### config.mk
export PLATFORM = sky130hd
export DESIGN_NAME = uart_baud_tick_gen
export DESIGN_NICKNAME = d
export VERILOG_FILES = /design/src/rtl/uart_baud_tick_gen.sv
export SDC_FILE = /design/constraint.sdc
export NUM_CORES = 1
export LEC_CHECK = 0
export ABC_AREA = 1
export CAP_MARGIN = 10
export CORE_MARGIN = 8
export CORE_UTILIZATION = 62
export CTS_BUF_LIST = sky130_fd_sc_hd__clkbuf_16
export DETAILED_ROUTE_END_ITERATION = 12
export PLACE_DENSITY_LB_ADDON = 0.2
export SETUP_SLACK_MARGIN = 0.15
export SLEW_MARGIN = 5
export SYNTH_ARGS = -nofsm -noshare
export SYNTH_HDL_FRONTEND = slang
export SYNTH_SLANG_ARGS = --single-unit
### constraint.sdc
create_clock -name clock -period 6.2 [get_ports clock]
set_clock_uncertainty 0.2 [all_clocks]
set_input_delay 0.62 -clock clock [delete_from_list [all_inputs] [get_ports clock]]
set_output_delay 0.62 -clock clock [all_outputs]
set_load 0.02 [all_outputs]
### src/rtl/uart_baud_tick_gen.sv
// Baud-rate generator: runtime-loadable divisor producing oversample tick, baud tick and baud clock.
// Optional fractional divisor built when UART_BAUD_FRAC_EN is defined.
module uart_baud_tick_gen #(
    parameter int unsigned DIV_W          = 16,
    parameter int unsigned FRAC_W         = 4,
    parameter int unsigned OVS            = 16,
    parameter int unsigned RESET_DIV_INT  = 55,
    parameter int unsigned RESET_DIV_FRAC = 0
) (
    input  logic                    clock,
    input  logic                    reset,
    input  logic                    enable,
    input  logic [DIV_W-1:0]        div_int,
    input  logic [FRAC_W-1:0]       div_frac,
    input  logic                    div_load,
    output logic                    div_pending,
    output logic                    ovs_tick,
    output logic                    baud_tick,
    output logic [$clog2(OVS)-1:0]  ovs_phase,
    output logic                    clk_out
);

    localparam int unsigned CNT_W = DIV_W + 1;
    localparam int unsigned PH_W  = $clog2(OVS);

    logic [CNT_W-1:0]  cnt_q, cnt_d;
    logic [DIV_W-1:0]  div_int_act_q, div_int_act_d;
    logic [DIV_W-1:0]  shadow_int_q, shadow_int_d;
    logic              pending_q, pending_d;
    logic              ovs_tick_q, ovs_tick_d;
    logic              baud_tick_q, baud_tick_d;
    logic [PH_W-1:0]   ovs_phase_q, ovs_phase_d;
    logic              clk_out_q, clk_out_d;

    logic              extra_c;
    logic [CNT_W-1:0]  d_eff_c;
    logic [CNT_W-1:0]  period_m1_c;
    logic              boundary_c;
    logic [PH_W-1:0]   phase_next_c;

    // Divisor update decisions shared by the integer and fractional paths
    logic              load_idle_c;
    logic              load_bypass_c;
    logic              apply_shadow_c;
    logic              capture_c;

    always_comb begin
        d_eff_c        = (div_int_act_q == '0) ? CNT_W'(1) : CNT_W'(div_int_act_q);
        period_m1_c    = d_eff_c - CNT_W'(1) + CNT_W'(extra_c);
        boundary_c     = enable && (cnt_q == period_m1_c);
        phase_next_c   = (ovs_phase_q == PH_W'(OVS - 1)) ? '0 : ovs_phase_q + PH_W'(1);
        load_idle_c    = !enable && div_load;
        load_bypass_c  = boundary_c && div_load;
        apply_shadow_c = boundary_c && !div_load && pending_q;
        capture_c      = enable && !boundary_c && div_load;
    end

`ifdef UART_BAUD_FRAC_EN
    logic [FRAC_W-1:0] acc_q, acc_d;
    logic [FRAC_W-1:0] div_frac_act_q, div_frac_act_d;
    logic [FRAC_W-1:0] shadow_frac_q, shadow_frac_d;
    logic [FRAC_W:0]   frac_sum_c;

    // The carry of this period's accumulation stretches this period by one clock
    always_comb begin
        frac_sum_c     = {1'b0, acc_q} + {1'b0, div_frac_act_q};
        extra_c        = frac_sum_c[FRAC_W];
        acc_d          = acc_q;
        div_frac_act_d = div_frac_act_q;
        shadow_frac_d  = shadow_frac_q;
        if (load_idle_c) begin
            acc_d          = '0;
            div_frac_act_d = div_frac;
        end else if (boundary_c) begin
            acc_d = frac_sum_c[FRAC_W-1:0];
            if (load_bypass_c) begin
                div_frac_act_d = div_frac;
            end else if (apply_shadow_c) begin
                div_frac_act_d = shadow_frac_q;
            end
        end else if (capture_c) begin
            shadow_frac_d = div_frac;
        end
    end

    always_ff @(posedge clock) begin
        if (reset) begin
            acc_q          <= '0;
            div_frac_act_q <= FRAC_W'(RESET_DIV_FRAC);
            shadow_frac_q  <= '0;
        end else begin
            acc_q          <= acc_d;
            div_frac_act_q <= div_frac_act_d;
            shadow_frac_q  <= shadow_frac_d;
        end
    end
`else
    logic unused_frac_c;

    always_comb begin
        extra_c       = 1'b0;
        unused_frac_c = ^div_frac;
    end
`endif

    // Period counter, divisor shadowing and tick generation
    always_comb begin
        cnt_d         = cnt_q;
        div_int_act_d = div_int_act_q;
        shadow_int_d  = shadow_int_q;
        pending_d     = pending_q;
        ovs_tick_d    = 1'b0;
        baud_tick_d   = 1'b0;
        ovs_phase_d   = ovs_phase_q;
        clk_out_d     = clk_out_q;

        if (load_idle_c) begin
            // Loading while stopped restarts the whole baud period from scratch
            div_int_act_d = div_int;
            cnt_d         = '0;
            ovs_phase_d   = '0;
            clk_out_d     = 1'b0;
            pending_d     = 1'b0;
        end else if (boundary_c) begin
            cnt_d       = '0;
            ovs_tick_d  = 1'b1;
            baud_tick_d = (ovs_phase_q == PH_W'(OVS - 1));
            ovs_phase_d = phase_next_c;
            clk_out_d   = (phase_next_c >= PH_W'(OVS / 2));
            pending_d   = 1'b0;
            if (load_bypass_c) begin
                div_int_act_d = div_int;
            end else if (apply_shadow_c) begin
                div_int_act_d = shadow_int_q;
            end
        end else if (enable) begin
            cnt_d = cnt_q + CNT_W'(1);
            if (capture_c) begin
                shadow_int_d = div_int;
                pending_d    = 1'b1;
            end
        end
    end

    always_ff @(posedge clock) begin
        if (reset) begin
            cnt_q         <= '0;
            div_int_act_q <= DIV_W'(RESET_DIV_INT);
            shadow_int_q  <= '0;
            pending_q     <= 1'b0;
            ovs_tick_q    <= 1'b0;
            baud_tick_q   <= 1'b0;
            ovs_phase_q   <= '0;
            clk_out_q     <= 1'b0;
        end else begin
            cnt_q         <= cnt_d;
            div_int_act_q <= div_int_act_d;
            shadow_int_q  <= shadow_int_d;
            pending_q     <= pending_d;
            ovs_tick_q    <= ovs_tick_d;
            baud_tick_q   <= baud_tick_d;
            ovs_phase_q   <= ovs_phase_d;
            clk_out_q     <= clk_out_d;
        end
    end

    assign div_pending = pending_q;
    assign ovs_tick    = ovs_tick_q;
    assign baud_tick   = baud_tick_q;
    assign ovs_phase   = ovs_phase_q;
    assign clk_out     = clk_out_q;

endmodule
After elaboration in Yosys (flattened, before gate mapping)
Index checks and enable logic that the tools add are counted.

Input port bits: 24. Register bits: 57.

Multiplexer cells: 7. Add/subtract/negate cells: 3. Bitwise gates (word level): 2. $lt $le $gt $ge: 1. Eq/ne operators: 2. Reduce and logical (&&, ||, !) cells: 19.

Operators with widths (number): 2-to-1 mux 16 bit (5); adder 17 x 1 -> 17 bit (second input constant) (1); == test 17 bit (1); subtractor 16 x 1 -> 17 bit (second input constant) (1); zero test 16 bit (1); logical AND 1 bit (7); OR reduction 3 bit (2); adder 4 x 1 -> 4 bit (second input constant) (1); == test 4 bit (second input constant) (1); >= comparator 4 bit (second input constant) (1); 2-to-1 mux 4 bit (1); AND reduction 2 bit (2); AND reduction 4 bit (1); zero test 1 bit (3); nonzero test 3 bit (1); NOT 1 bit (2); nonzero test 2 bit (1); OR reduction 2 bit (1); 2-to-1 mux 1 bit (1).

Depth between registers and ports, before layout
Word-level depth: 11. Depth in mapped cells: 25.

Least setup slack after synthesis
OpenSTA, ideal clock, no wires.

Kind: flip-flop to flip-flop. Start: register div_int_act_q[4]. End: register pending_q (netlist: div_pending). Path slack: 3382 ps. Setup time: 122 ps. Data arrival time: 2496 ps. Cell stages (with the launch flop): 23. Path through: dfxtp_1 nor2_2 nand2_2 nor2_4 nand2_4 nand2_1 inv_2 ha_1 inv_1 nor2_1 nor2_1 nand2_1 nand2_1 nand2_1 inv_1 nand3_1 nor2_1 nand3_1 nor2_2 nand3_2 nand2_2 buf_4 a21oi_1.

Word-level cells in the longest chain between the ends: 9. Elaborated cells between the ends (all ways): 10.

RTL lines: from (decl) (RTL line 27) `logic [DIV_W-1:0] div_int_act_q, div_int_act_d;`; from (signal assigned) (RTL line 148) `div_int_act_q <= DIV_W'(RESET_DIV_INT);`; from (signal assigned) (RTL line 157) `div_int_act_q <= div_int_act_d;`; zero test 16 bit (RTL line 48) `d_eff_c = (div_int_act_q == '0) ? CNT_W'(1) : CNT_W'(div_int_act_q);`; 2-to-1 mux 16 bit (*) (RTL line 48); subtractor 16 x 1 -> 17 bit (*) (RTL line 49) `period_m1_c = d_eff_c - CNT_W'(1) + CNT_W'(extra_c);`; == test 17 bit (*) (RTL line 50) `boundary_c = enable && (cnt_q == period_m1_c);`; logical AND 1 bit (*) (RTL line 50); zero test 1 bit (RTL line 55) `capture_c = enable && !boundary_c && div_load;`; logical AND 1 bit (2 in a row) (RTL line 55); AND reduction 2 bit (no line); to (signal assigned) (RTL line 159) `pending_q <= pending_d;`; to (decl) (RTL line 29) `logic pending_q, pending_d;`.

Every way passes the cells marked *; elsewhere a longest branch is shown, timed or not. A chain may end at the register's enable or synchronous reset.

Worst setup path in the final report
Start: register div_int_act_q[8]. End: register div_int_act_q[4].

Word-level cells in the longest chain between the ends: 9. Elaborated cells between the ends (all ways): 14.

RTL lines (RTL line): zero test 16 bit (48); 2-to-1 mux 16 bit (*) (48); subtractor 16 x 1 -> 17 bit (*) (49); == test 17 bit (*) (50); logical AND 1 bit (*) (50); logical AND 1 bit, on equally long branches (53, 54); 2-to-1 mux 16 bit or logical AND 1 bit (tied branches) (131, 54); 2-to-1 mux 16 bit or nonzero test 3 bit (tied branches); 2-to-1 mux 16 bit or AND reduction 2 bit (tied branches).

Every way passes the cells marked *; elsewhere a longest branch is shown, timed or not. The select of a mux whose other input is x is not followed.

==> impl_metrics.env <==
export IMPL_slew_headroom_pct=42.8
export IMPL_drtAntennaViolNets=0
export IMPL_gr_total_overflow=0
export IMPL_gr_usage_met2_pct=33.7
export IMPL_met3_usage_pct=3.68
export IMPL_power_frac_comb_pct=14.9
export IMPL_ir_drop_mv=0.159
export IMPL_startpoint_type="flop"
export IMPL_netlist_area_um2=3310
export IMPL_routed_wl_um=7490
export IMPL_drtPass1Iterations=5
export IMPL_vias=3139
export IMPL_maxSlewViolCount=0
export IMPL_yosys_warnings=0
export IMPL_drt_iter0_drc=215
export IMPL_netSwitchingPower_mw=0.221
export IMPL_grt_pass1_vias=2895
export IMPL_die_y_um=89.1
export IMPL_nNetsFinal=536
export IMPL_synth_xor_area_share_pct=5.17
export IMPL_clock_fmax_mhz=279
export IMPL_viasPerCell=5.41
export IMPL_start_util_pct=64.5
export IMPL_end_kind="flop"
export IMPL_die_x_um=89.1
export IMPL_cts_sinks=56
export IMPL_hold_path_class="reg -> reg"
export IMPL_r2r_start="div_int_act_q[8]$_SDFFE_PP0P_"
export IMPL_power_density_nw_per_um2=213
export IMPL_synthTopCellsByCount="nand2_1 (109), inv_1 (68), dfxtp_1 (56), nand3_1 (52)"
export IMPL_fin_crit_sh_pct=57.7
export IMPL_r2r_cells=22
export IMPL_fin_tns_setup_ps=0
export IMPL_ctsHoldBuffers=0
export IMPL_io_pins=32
export IMPL_setup_ws_ps=2620
export IMPL_swShare_pct=27.8
export IMPL_core_area_um2=5140
export IMPL_synth_top_area_share_pct=33.8
export IMPL_hpwl_um=5440
export IMPL_async_flop_share_pct=0
export IMPL_worstPathArrival_ps=3610
export IMPL_numPortBuffers=27
export IMPL_drv_cap=0
export IMPL_wl_per_cell_um=12.9
export IMPL_synthToLayoutAreaGrowth_pct=12.6
export IMPL_die_area_um2=7940
export IMPL_synthAdderAreaFrac_pct=1.13
export IMPL_syn_area_per_cell_um2=6.78
export IMPL_worstMarginPinSlew_ps=857
export IMPL_cts_tree="yes"
export IMPL_cts_root_buffer="clkbuf_16"
export IMPL_synthMuxAreaShare_pct=0
export IMPL_synthTopCellsByArea="dfxtp_1 (34%), nand2_1 (12%), nand3_1 (7.9%)"
export IMPL_synth_simple_area_share_pct=38.6
export IMPL_postPlaceCellArea_um2=3580
export IMPL_num_antenna_cells=0
export IMPL_met1_usage_pct=25.0
export IMPL_yosysTopAreaCell="dfxtp_1"
export IMPL_outcome="finished clean"
export IMPL_fin_cells=580
export IMPL_syn_num_nets=516
export IMPL_antenna_found_initial=0
export IMPL_dp_cells=572
export IMPL_synth_edff_count=0
export IMPL_grt_pass1_wl_um=12700
export IMPL_grt_max_degree=33
export IMPL_row_count=26
export IMPL_min_to="shadow_int_q[13]$_SDFFE_PP0P_"
export IMPL_ys_types=37
export IMPL_rr_endpoint="div_int_act_q[4]$_SDFFE_PP1P_"
export IMPL_cts_setup_buffers=0
export IMPL_htree_levels=2
export IMPL_drive_gt1_share_pct=10.4
export IMPL_synth_cells=489
export IMPL_finalHoldViolCount=0
export IMPL_fin_area_um2=3730
export IMPL_crit_required_ps=6230
export IMPL_synth_compound_area_share_pct=10.6
export IMPL_cts_buffers=5
export IMPL_p_leak_nw=1.66
export IMPL_fill_cells=453
export IMPL_setup_violations=0
export IMPL_reg2reg_setup_slack_ps=2620
export IMPL_clockBufferDepth=2
export IMPL_synthFlopType="dfxtp_1"
export IMPL_yosysSeqAreaShare_pct=33.8
export IMPL_clk_latency_ps=300
export IMPL_post_cts_resize_count=0
export IMPL_ys_ff_latch=56
export IMPL_fin_crit_ps=3580
export IMPL_yosysMostFrequentCell="nand2_1"
export IMPL_holdPathStages=2
export IMPL_p_total_mw=0.795
export IMPL_synth_top_family_by_area="simple AND/OR/NAND/NOR gates"
export IMPL_pre_cts_ws_ps=2670
export IMPL_p_int_mw=0.574
export IMPL_path_max_fanout=17
export IMPL_track_usage_pct=20.0
export IMPL_drc=0
export IMPL_pwr_share_seq_pct=48.6
export IMPL_hp_start="shadow_int_q[13]$_SDFFE_PP0P_"
export IMPL_worstSetupPathType="reg -> reg"
export IMPL_power_frac_clock_pct=36.6
export IMPL_grt_busiest_layer="met2"
export IMPL_place_gp_congestion=0.849
export IMPL_path_clk_slew_ps=80
export IMPL_rsz0062_at_grt="no"
[cell type report]
class	instances	area [µm²]	area share, %
multi-input combinational	348	1840	49.3
clock buffer	5	125	3.35
inverter	71	267	7.14
clock inverter	3	22.5	0.604
tap	70	87.6	2.35
timing repair buffer	27	270	7.24
sequential	56	1120	30.0
[flip-flops by register name (all words and copies together), names as in the netlist]
register,cells
cnt_q,17
shadow_int_q,16
div_pending,1
ovs_tick,1
baud_tick,1
ovs_phase,4
div_int_act_q,16
[worst max path at each step]
stage,start,end
floorplan,div_int_act_q[4]$_SDFFE_PP1P_,div_pending$_SDFFE_PP0P_
global placement,div_int_act_q[8]$_SDFFE_PP0P_,div_int_act_q[4]$_SDFFE_PP1P_
detailed placement,div_int_act_q[2]$_SDFFE_PP1P_,shadow_int_q[11]$_SDFFE_PP0P_
CTS,div_int_act_q[2]$_SDFFE_PP1P_,shadow_int_q[11]$_SDFFE_PP0P_
global route,div_int_act_q[2]$_SDFFE_PP1P_,shadow_int_q[11]$_SDFFE_PP0P_
finish,div_int_act_q[8]$_SDFFE_PP0P_,div_int_act_q[4]$_SDFFE_PP1P_
[layer usage]
layer	vias to the layer above	share of wire [%]	routed length, µm
li1	1600	-	-
met1	1443	46	3450
met2	76	48	3620
met3	20	3.5	263
met4	0	2.1	159
met5	-	0	0
[kinds of logic (layout without fill, tap and decap cells)]
group                      count (synthesis)  after routing
xor gates and xnor gates                  18             18
adders and majority gates                  3              3
DFF                                       56             56
AOI/OAI and AO/OA                         66             66
buffers and inverters                     85            106
and+or+nand+nor                          261            261
[stage by stage]
step	hold WS (ps)	util, %
3_3_place_gp	239	69.7
2_1_floorplan	229	-
4_1_cts	255	72.6
5_1_grt	269	72.6
3_5_place_dp	244	69.7
6_report	252	72.6
[layout by cell type, fill, tap and decap left out, drive strengths merged, types with 2 or more instances in the layout]
cell type,count
nor2,46
clkinv,3
inv,71
nand3b,3
a21oi,41
nand2,117
clkdlybuf4s50,27
nand3,56
ha,3
xnor2,5
o21ai,23
nor3b,2
dfxtp,56
nand4,7
clkbuf,5
xor2,12
or2,18
nor3,9
[power by group through the flow]
stage / Clock, mW / Sequential [mW] / Combinational (mW)
final: 0.291 / 0.387 / 0.118
after global routing: 0.304 / 0.388 / 0.134
after CTS: 0.292 / 0.386 / 0.118
after detailed placement: 0 / 0.395 / 0.116
after global placement: 0 / 0.394 / 0.113
after floorplan: 0 / 0.392 / 0.0887
[critical path: stages, from the launching register on]
cell,delay (ps)
dfxtp_1,360
nor2_2,200
nand2_1,120
nor2_4,140
nand2_4,110
nand2_1,120
inv_2,50
ha_1,250
inv_1,70
nor2_1,40
nor2_1,110
nand2_1,60
nand2_1,60
nand2_1,50
inv_1,50
nand3_1,70
nor2_1,190
nand3_1,120
nor2_2,200
nand4_4,270
nand2_2,400
nand3_1,160
nand3_1,90
Note: power is estimated with default switching activity, not from simulation.
